$ cat src/rtl/fifo_frame_packer.sv
// fifo_frame_packer: pulls 64-bit words from the async FIFO read port and
// streams each one as an 11-byte frame (2 header, 8 data MSB first, XOR sum).
//
// Ports:
//   rd_clk       in   FIFO read clock, the only clock of this block
//   rst_n        in   synchronous active-low reset
//   pack_en      in   allows new frames to start (sampled in IDLE only)
//   fifo_rd_en   out  one-cycle read pulse to the FIFO
//   fifo_dout    in   FIFO read data (registered port)
//   fifo_vld     in   FIFO read data valid
//   tx_data      out  byte to the transmitter
//   tx_valid     out  tx_data valid
//   tx_ready     in   transmitter accepts the byte this cycle
//   busy         out  high whenever the FSM is not in IDLE
//   frame_cnt    out  completed frame counter, wraps
//   late_vld_err out  sticky flag: fifo_vld seen outside the capture window
module fifo_frame_packer #(
   parameter logic [7:0]  HDR0       = 8'hA5,
   parameter logic [7:0]  HDR1       = 8'h5A,
   parameter int unsigned RD_TIMEOUT = 4,
   parameter int unsigned CNT_W      = 16
) (
   input  logic             rd_clk,
   input  logic             rst_n,
   input  logic             pack_en,
   output logic             fifo_rd_en,
   input  logic [63:0]      fifo_dout,
   input  logic             fifo_vld,
   output logic [7:0]       tx_data,
   output logic             tx_valid,
   input  logic             tx_ready,
   output logic             busy,
   output logic [CNT_W-1:0] frame_cnt,
   output logic             late_vld_err
);

   localparam int TO_W = $clog2(RD_TIMEOUT);
   localparam logic [TO_W-1:0] TO_LAST = TO_W'(RD_TIMEOUT - 1);

   typedef enum logic [2:0] {
      S_IDLE,
      S_REQ,
      S_WAIT,
      S_HDR0,
      S_HDR1,
      S_DATA,
      S_CSUM
   } state_t;

   state_t          state;
   logic [TO_W-1:0] to_cnt;
   logic [63:0]     word;
   logic [7:0]      csum;
   logic [2:0]      idx;

   // The word register shifts left by one byte per accepted data byte,
   // so the next byte to present is always word[55:48].
   always_ff @(posedge rd_clk) begin
      if (!rst_n) begin
         state        <= S_IDLE;
         to_cnt       <= '0;
         word         <= '0;
         csum         <= '0;
         idx          <= '0;
         fifo_rd_en   <= 1'b0;
         tx_data      <= '0;
         tx_valid     <= 1'b0;
         busy         <= 1'b0;
         frame_cnt    <= '0;
         late_vld_err <= 1'b0;
      end else begin
         if (fifo_vld && state != S_WAIT)
            late_vld_err <= 1'b1;

         unique case (state)
            S_IDLE: begin
               if (pack_en) begin
                  state      <= S_REQ;
                  fifo_rd_en <= 1'b1;
                  busy       <= 1'b1;
               end
            end

            S_REQ: begin
               fifo_rd_en <= 1'b0;
               to_cnt     <= '0;
               state      <= S_WAIT;
            end

            S_WAIT: begin
               // A valid word beats a timeout on the same cycle.
               if (fifo_vld) begin
                  word     <= fifo_dout;
                  csum     <= '0;
                  tx_data  <= HDR0;
                  tx_valid <= 1'b1;
                  state    <= S_HDR0;
               end else if (to_cnt == TO_LAST) begin
                  busy  <= 1'b0;
                  state <= S_IDLE;
               end else begin
                  to_cnt <= to_cnt + 1'b1;
               end
            end

            S_HDR0: begin
               if (tx_ready) begin
                  tx_data <= HDR1;
                  state   <= S_HDR1;
               end
            end

            S_HDR1: begin
               if (tx_ready) begin
                  tx_data <= word[63:56];
                  idx     <= '0;
                  state   <= S_DATA;
               end
            end

            S_DATA: begin
               if (tx_ready) begin
                  csum <= csum ^ tx_data;
                  if (idx == 3'd7) begin
                     tx_data <= csum ^ tx_data;
                     state   <= S_CSUM;
                  end else begin
                     tx_data <= word[55:48];
                     word    <= {word[55:0], 8'h00};
                     idx     <= idx + 1'b1;
                  end
               end
            end

            S_CSUM: begin
               if (tx_ready) begin
                  tx_valid  <= 1'b0;
                  frame_cnt <= frame_cnt + CNT_W'(1);
                  busy      <= 1'b0;
                  state     <= S_IDLE;
               end
            end

            default: begin
               state <= S_IDLE;
            end
         endcase
      end
   end

endmodule

$ cat config.mk
export PLATFORM = sky130hd
export DESIGN_NAME = fifo_frame_packer
export DESIGN_NICKNAME = d
export VERILOG_FILES = /design/src/rtl/fifo_frame_packer.sv
export SDC_FILE = /design/constraint.sdc
export NUM_CORES = 1
export LEC_CHECK = 0
export ABC_AREA = 1
export BUFFER_PORTS_ARGS = -buffer_cell sky130_fd_sc_hd__buf_4
export CAP_MARGIN = 20
export CORE_ASPECT_RATIO = 2
export CORE_MARGIN = 4
export CORE_UTILIZATION = 60
export CTS_CLUSTER_SIZE = 12
export DETAILED_ROUTE_END_ITERATION = 8
export PLACE_DENSITY = 0.85
export SYNTH_ARGS = -nofsm -noshare
export SYNTH_HDL_FRONTEND = slang
export SYNTH_SLANG_ARGS = --single-unit
$ cat constraint.sdc
create_clock -name rd_clk -period 2.5 [get_ports rd_clk]
set_input_delay 0.125 -clock rd_clk [delete_from_list [all_inputs] [get_ports rd_clk]]
set_output_delay 0.125 -clock rd_clk [all_outputs]
set_load 0.03 [all_outputs]
## After elaboration in Yosys (flattened, before gate mapping)

Cells that the tools add are included.

| word-level totals | value |
|---|---|
| register bits after elaboration | 108 |
| ROM bits | 0 |
| memories kept | 0 |
| bits in writable memories | 0 |
| input port bits | 69 |
| bits in latches | 0 |
| word-level logic and storage cells | 91 |
| output and inout bits | 28 |

| operators by class | value |
|---|---|
| add/sub/neg operators | 3 |
| muxes and demuxes | 36 |
| divide/modulo/power cells | 0 |
| eq/ne operators | 21 |
| order comparisons | 0 |
| multiply operators | 0 |
| shift operators | 0 |
| bitwise gates (word level) | 1 |
| reduce and logical (&&, ||, !) cells | 19 |

Operator list:

| kind | count |
|---|---|
| $mux W64 | 3 |
| $pmux W64 S2 | 1 |
| $mux W8 | 7 |
| $pmux W8 S4 | 1 |
| $mux W3 | 10 |
| $ne A2 B2 Y1 const B | 11 |
| $pmux W3 S7 | 1 |
| $add A16 B1 Y16 const B | 1 |
| $pmux W8 S2 | 1 |
| $eq A3 B3 Y1 const B | 4 |
| $reduce_and A5 Y1 | 2 |
| $reduce_bool A2 Y1 | 5 |
| $reduce_and A3 Y1 | 3 |
| $reduce_and A4 Y1 | 2 |
| $xor A8 B8 Y8 | 1 |
| $reduce_and A7 Y1 | 1 |
| $eq A3 B2 Y1 const B | 2 |
| $pmux W3 S2 | 1 |
| $mux W1 | 5 |
| $mux W2 | 2 |
| $pmux W1 S2 | 2 |
| $pmux W2 S2 | 1 |
| $reduce_and A2 Y1 | 2 |
| $reduce_bool A4 Y1 | 1 |
| 10 further kinds | 10 |

## Longest topological paths before layout

| logic depth | value |
|---|---|
| depth in word-level cells | 4 |
| depth in mapped cells | 12 |
| mapped depth without buffers | 10 |

## Worst setup path after synthesis

No wires, ideal clock.

| timing path | value |
|---|---|
| path type | reg2reg |
| start point | reg frame_cnt[1] |
| end point | reg frame_cnt[12] |
| setup time | 128 ps |
| clock period less this slack | 1,520 ps |
| path buffers | 0 |
| arrival | 1,393 ps |
| required time | 2,372 ps |
| stages on the path, launching flop included | 9 |
| setup slack | 980 ps |
| cells stage by stage | dfxtp_1 ha_1 nand3_1 nor2_1 nand2_1 inv_1 nand3_1 nand2_1 nor2_1 |

| between the ends | value |
|---|---|
| longest elaborated chain between the ends | 1 |

RTL lines:

| item | line | text |
|---|---|---|
| start: declaration | 33 | `output logic [CNT_W-1:0] frame_cnt,` |
| start signal: assignment | 138 | `frame_cnt <= frame_cnt + CNT_W'(1);` |
| $add A16 B1 Y16 | 138 |  |

No other way between the ends.
A chain may end at the register's enable or synchronous reset.

## Worst setup path after layout

| timing path | value |
|---|---|
| start point | reg state[0] |
| end point | reg tx_data[5] |

| between the ends | value |
|---|---|
| longest elaborated chain between the ends | 3 |
| elaborated cells between the ends (all ways) | 11 |
| those cells by class | eq/ne (8); mux (1); reduce/logical (2) |

RTL lines:

| item | line | text |
|---|---|---|
| start: declaration | 50 | `state_t state;` |
| start signal: assignment | 60 | `state <= S_IDLE;` |
| start signal: assignment | 78 | `state <= S_REQ;` |
| start signal: assignment | 87 | `state <= S_WAIT;` |
| $eq A3 B3 Y1 or $eq A3 B2 Y1 (tied branches) | 75 | `unique case (state)` |
| $reduce_bool A4 Y1 (no source line) or $ne A2 B2 Y1 (tied branches) | - |  |
| $reduce_and A5 Y1 (no source line) | - |  |
| end signal: assignment | 115 | `tx_data <= word[63:56];` |
| end signal: assignment | 125 | `tx_data <= csum ^ tx_data;` |
| end signal: assignment | 128 | `tx_data <= word[55:48];` |
| end: declaration | 29 | `output logic [7:0] tx_data,` |

Several ways; a longest one is shown, not always the timed one.

==> metrics.yaml <==
outcome:
  status: "finished, final reports clean"
die:
  rows: 49
  die-area_sq_mm: 0.01085
  dieWidth_um: 75.69
  pin_count: 97
  fp.dieH_um: 143.4
  core_sq_mm: 0.008951
  start_util: 0.6142
detailed_routing:
  wl_mm: 13.76
  viasPerCell: 5.362
  routedWlPerCell_um: 13.34
  first_pass_iters: 5
  drt_iter0_markers: 332
  remaining_drc_errors: 0
  vias: 5528
  postRouteAntennaNets: 0
clock_tree:
  h-tree-depth: 3
  tritoncts: "done"
  cts_resized: 0
  cts_setup_buffers: 0
  holdBufCountCts: 0
  cts_buffer_depth: 2
  cts_root_buf: "clkbuf_16"
  clock_latency_ns: 0.35
  cts_buffers: 9
  cts.clk_slew.worst_paths_ns: 0.07
  cts.sinks: 108
hold_path:
  worstHoldStart: "fifo_vld"
  holdPathEnd: "late_vld_err"
  hold-path-cell-count: 3
  hold_class: "input port to flip-flop"
sta:
  setup_viol: 0
  hold_viol_final: 0
  layout_min_cycle_time_ns: 2.287
  slew_violations: 0
  skew_ns: 0.009123
  rsz0062_at_grt: "false"
  worst_pin_slew_ns: 0.9149
  fmax_ghz: 0.4373
  tns_ns: 0
  period_share: 0.9146
  slew_headroom: 0.3878
synthesis:
  async_flop_share: 0
  ys_top_cells_by_area: "dfxtp_1 (39%), nand2_1 (19%), nor2_1 (13%), o21ai_1 (3.6%), o21ai_0 (3.3%)"
  synth_top_area_share: 0.3933
  synth_edf_count: 0
  syn_inst: 854
  yosys_warnings: 0
  synthDistinctLibCells: 38
  ys_seq_area_frac: 0.3933
  ys_ff_latch: 108
  syn_avg_cell_area_sq_um: 6.438
  syn_area_sq_mm: 0.005498
  synth-main-ff-cell: "dfxtp_1"
  yosys.area.top_type: "dfxtp_1"
  synth_nets: 928
final_layout:
  fin_nets: 998
  syn2layout_area_growth_pct: 17.57
  final_common_cell: "nand2_1"
  antenna_cells: 0
  fill_cells: 730
  layout_common_cells: "nand2_1 (280), nor2_1 (187), dfxtp_1 (108), buf_4 (104), inv_1 (41)"
  layout-drive-gt1-share: 0.1507
  final_cell_area_sq_mm: 0.006464
global_route:
  grt_first_pass_wirelength_mm: 22.32
  grt_start_max_net_pins: 73
  grt_pass1_vias: 5183
  groute.usage.overall: 0.2625
  met2_usage: 0.4701
  antenna_found_initial: 0
  use_met3: 0.04552
  globalRoute.totalOverflow: 0
  busiest_layer: "met2"
  gr-usage-met1: 0.2855
power:
  p_clk_frac: 0.272
  p_per_area_mw_per_mm2: 877.9
  switchingPower_mw: 2.028
  p_leak_nw: 2.982
  seq_power_share: 0.425
  switching_share: 0.3573
  peakVddDrop_uv: 706.0
  p_int_mw: 3.647
  combPwrFrac: 0.303
  power_mw: 5.674
setup_path:
  path_common_cell: "nor2_1"
  cp_num_buf_inv: 0
  cp-start-kind: "flip-flop"
  r2r_cells: 6
  max_stage_delay_ns: 0.76
  crit_family: "simple AND/OR/NAND/NOR gates"
  cp-end-kind: "flip-flop"
  crit-reg2reg-capture: "tx_data[5]"
  path_depth: 6
  path_cells: "nor2_1, nand2_1, nand3_1, nand3_1, nor2_1, nor2_1"
  crit_slowest_cell: "nor2_1"
  worstReg2RegStart: "state[0]"
  crit_type: "flip-flop to flip-flop"
  worstPathMaxFanout: 12
  ff2ff_setup_slack_ns: 0.21
  crit_required_ns: 2.74
  arrival_ns: 2.53
place:
  place.port_buffers: 96
  dpl_cell_area_sq_mm: 0.006138
  dp_hpwl_mm: 10.00
  gp_congestion: 0.8883
flow_run:
  drv_cap: 0
registers in the layout (all words and copies together), names as in the netlist:
signal and count:
word 64, idx 3, csum 8, frame_cnt 16
tx_valid 1, late_vld_err 1, state 3, tx_data 8
busy 1, to_cnt 2, fifo_rd_en 1
worst max-delay path by stage:
stage,slack [ns],start,endpoint
6_report,0.21,state[0],tx_data[5]
4_1_cts,0.25,state[0],tx_data[5]
3_5_place_dp,0.27,state[0],tx_data[5]
3_3_place_gp,0.39,state[0],tx_data[5]
5_1_grt,0.05,state[2],word[4]
2_1_floorplan,0.98,frame_cnt[1],frame_cnt[12]
cells in the mapped netlist, types with 2 or more instances:
| cell | number |
|---|---|
| nand2_1 | 280 |
| nor2_1 | 187 |
| dfxtp_1 | 108 |
| inv_1 | 41 |
| o21ai_1 | 40 |
| o21ai_0 | 36 |
| nand3_1 | 32 |
| a21oi_1 | 24 |
| buf_2 | 16 |
| clkbuf_1 | 12 |
| buf_6 | 9 |
| nand4_1 | 8 |
| buf_4 | 7 |
| ha_1 | 5 |
| nor3_1 | 5 |
| xnor2_1 | 5 |
| inv_2 | 4 |
| a31oi_1 | 3 |
| o21a_1 | 3 |
| a211oi_1 | 2 |
| a22oi_1 | 2 |
| inv_4 | 2 |
| nand2_2 | 2 |
| nand2_4 | 2 |
| nand3_4 | 2 |
| nand3b_1 | 2 |
| nor2_4 | 2 |
| o211a_1 | 2 |
| xor2_1 | 2 |
cell type report:
| cell class | instances | area (sq um) | share of cell area |
|---|---|---|---|
| flip-flops and latches | 108 | 2162 | 0.3345 |
| inverters | 48 | 190.2 | 0.02942 |
| clock inverters | 6 | 86.33 | 0.01336 |
| clock buffers | 10 | 239.0 | 0.03697 |
| repair buffers | 105 | 800.8 | 0.1239 |
| well taps | 102 | 127.6 | 0.01974 |
| multi-input cells | 652 | 2858 | 0.4421 |
power by group through the flow:
stage | clock network [mW] | registers (mW) | logic, mW
after floorplan | 0 | 2.42 | 1.33
after global placement | 0 | 2.42 | 1.64
after detailed placement | 0 | 2.44 | 1.70
after CTS | 1.55 | 2.41 | 1.72
after global routing | 1.63 | 2.46 | 1.96
final | 1.54 | 2.41 | 1.72
metal layers:
layer | routed length [um] | vias to the layer above
met2 | 7545 | 163
met1 | 5004 | 2504
li1 | - | 2820
met4 | 533 | 0
met5 | 0 | -
met3 | 674 | 41
worst reg2reg max path, cell delays in order (launching register included):
cell and delay [ns]:
dfxtp_1 0.44, nor2_1 0.76, nand2_1 0.22, nand3_1 0.32, nand3_1 0.23, nor2_1 0.17
nor2_1 0.05
stage by stage:
stage | cells | hold WS [ns] | setup slack, ns | util
2_1_floorplan | 854 | 0.2697 | 0.9798 | -
3_3_place_gp | 1015 | 0.4140 | 0.3943 | 0.6858
3_5_place_dp | 1015 | 0.4170 | 0.2663 | 0.6858
4_1_cts | 1031 | 0.05936 | 0.2460 | 0.7221
5_1_grt | 1031 | 0.08820 | 0.05467 | 0.7221
6_report | 1031 | 0.06801 | 0.2135 | 0.7221
cells by family after synthesis:
| family | after synthesis | share of synthesized area |
|---|---|---|
| and+or+nand+nor | 528 | 0.3896 |
| AOI/OAI and AO/OA | 112 | 0.1076 |
| DFF | 108 | 0.3933 |
| buffers and inverters | 94 | 0.08694 |
| xor gates and xnor gates | 7 | 0.01115 |
| adders and majority gates | 5 | 0.01138 |
(Power assumes the default switching activity.)
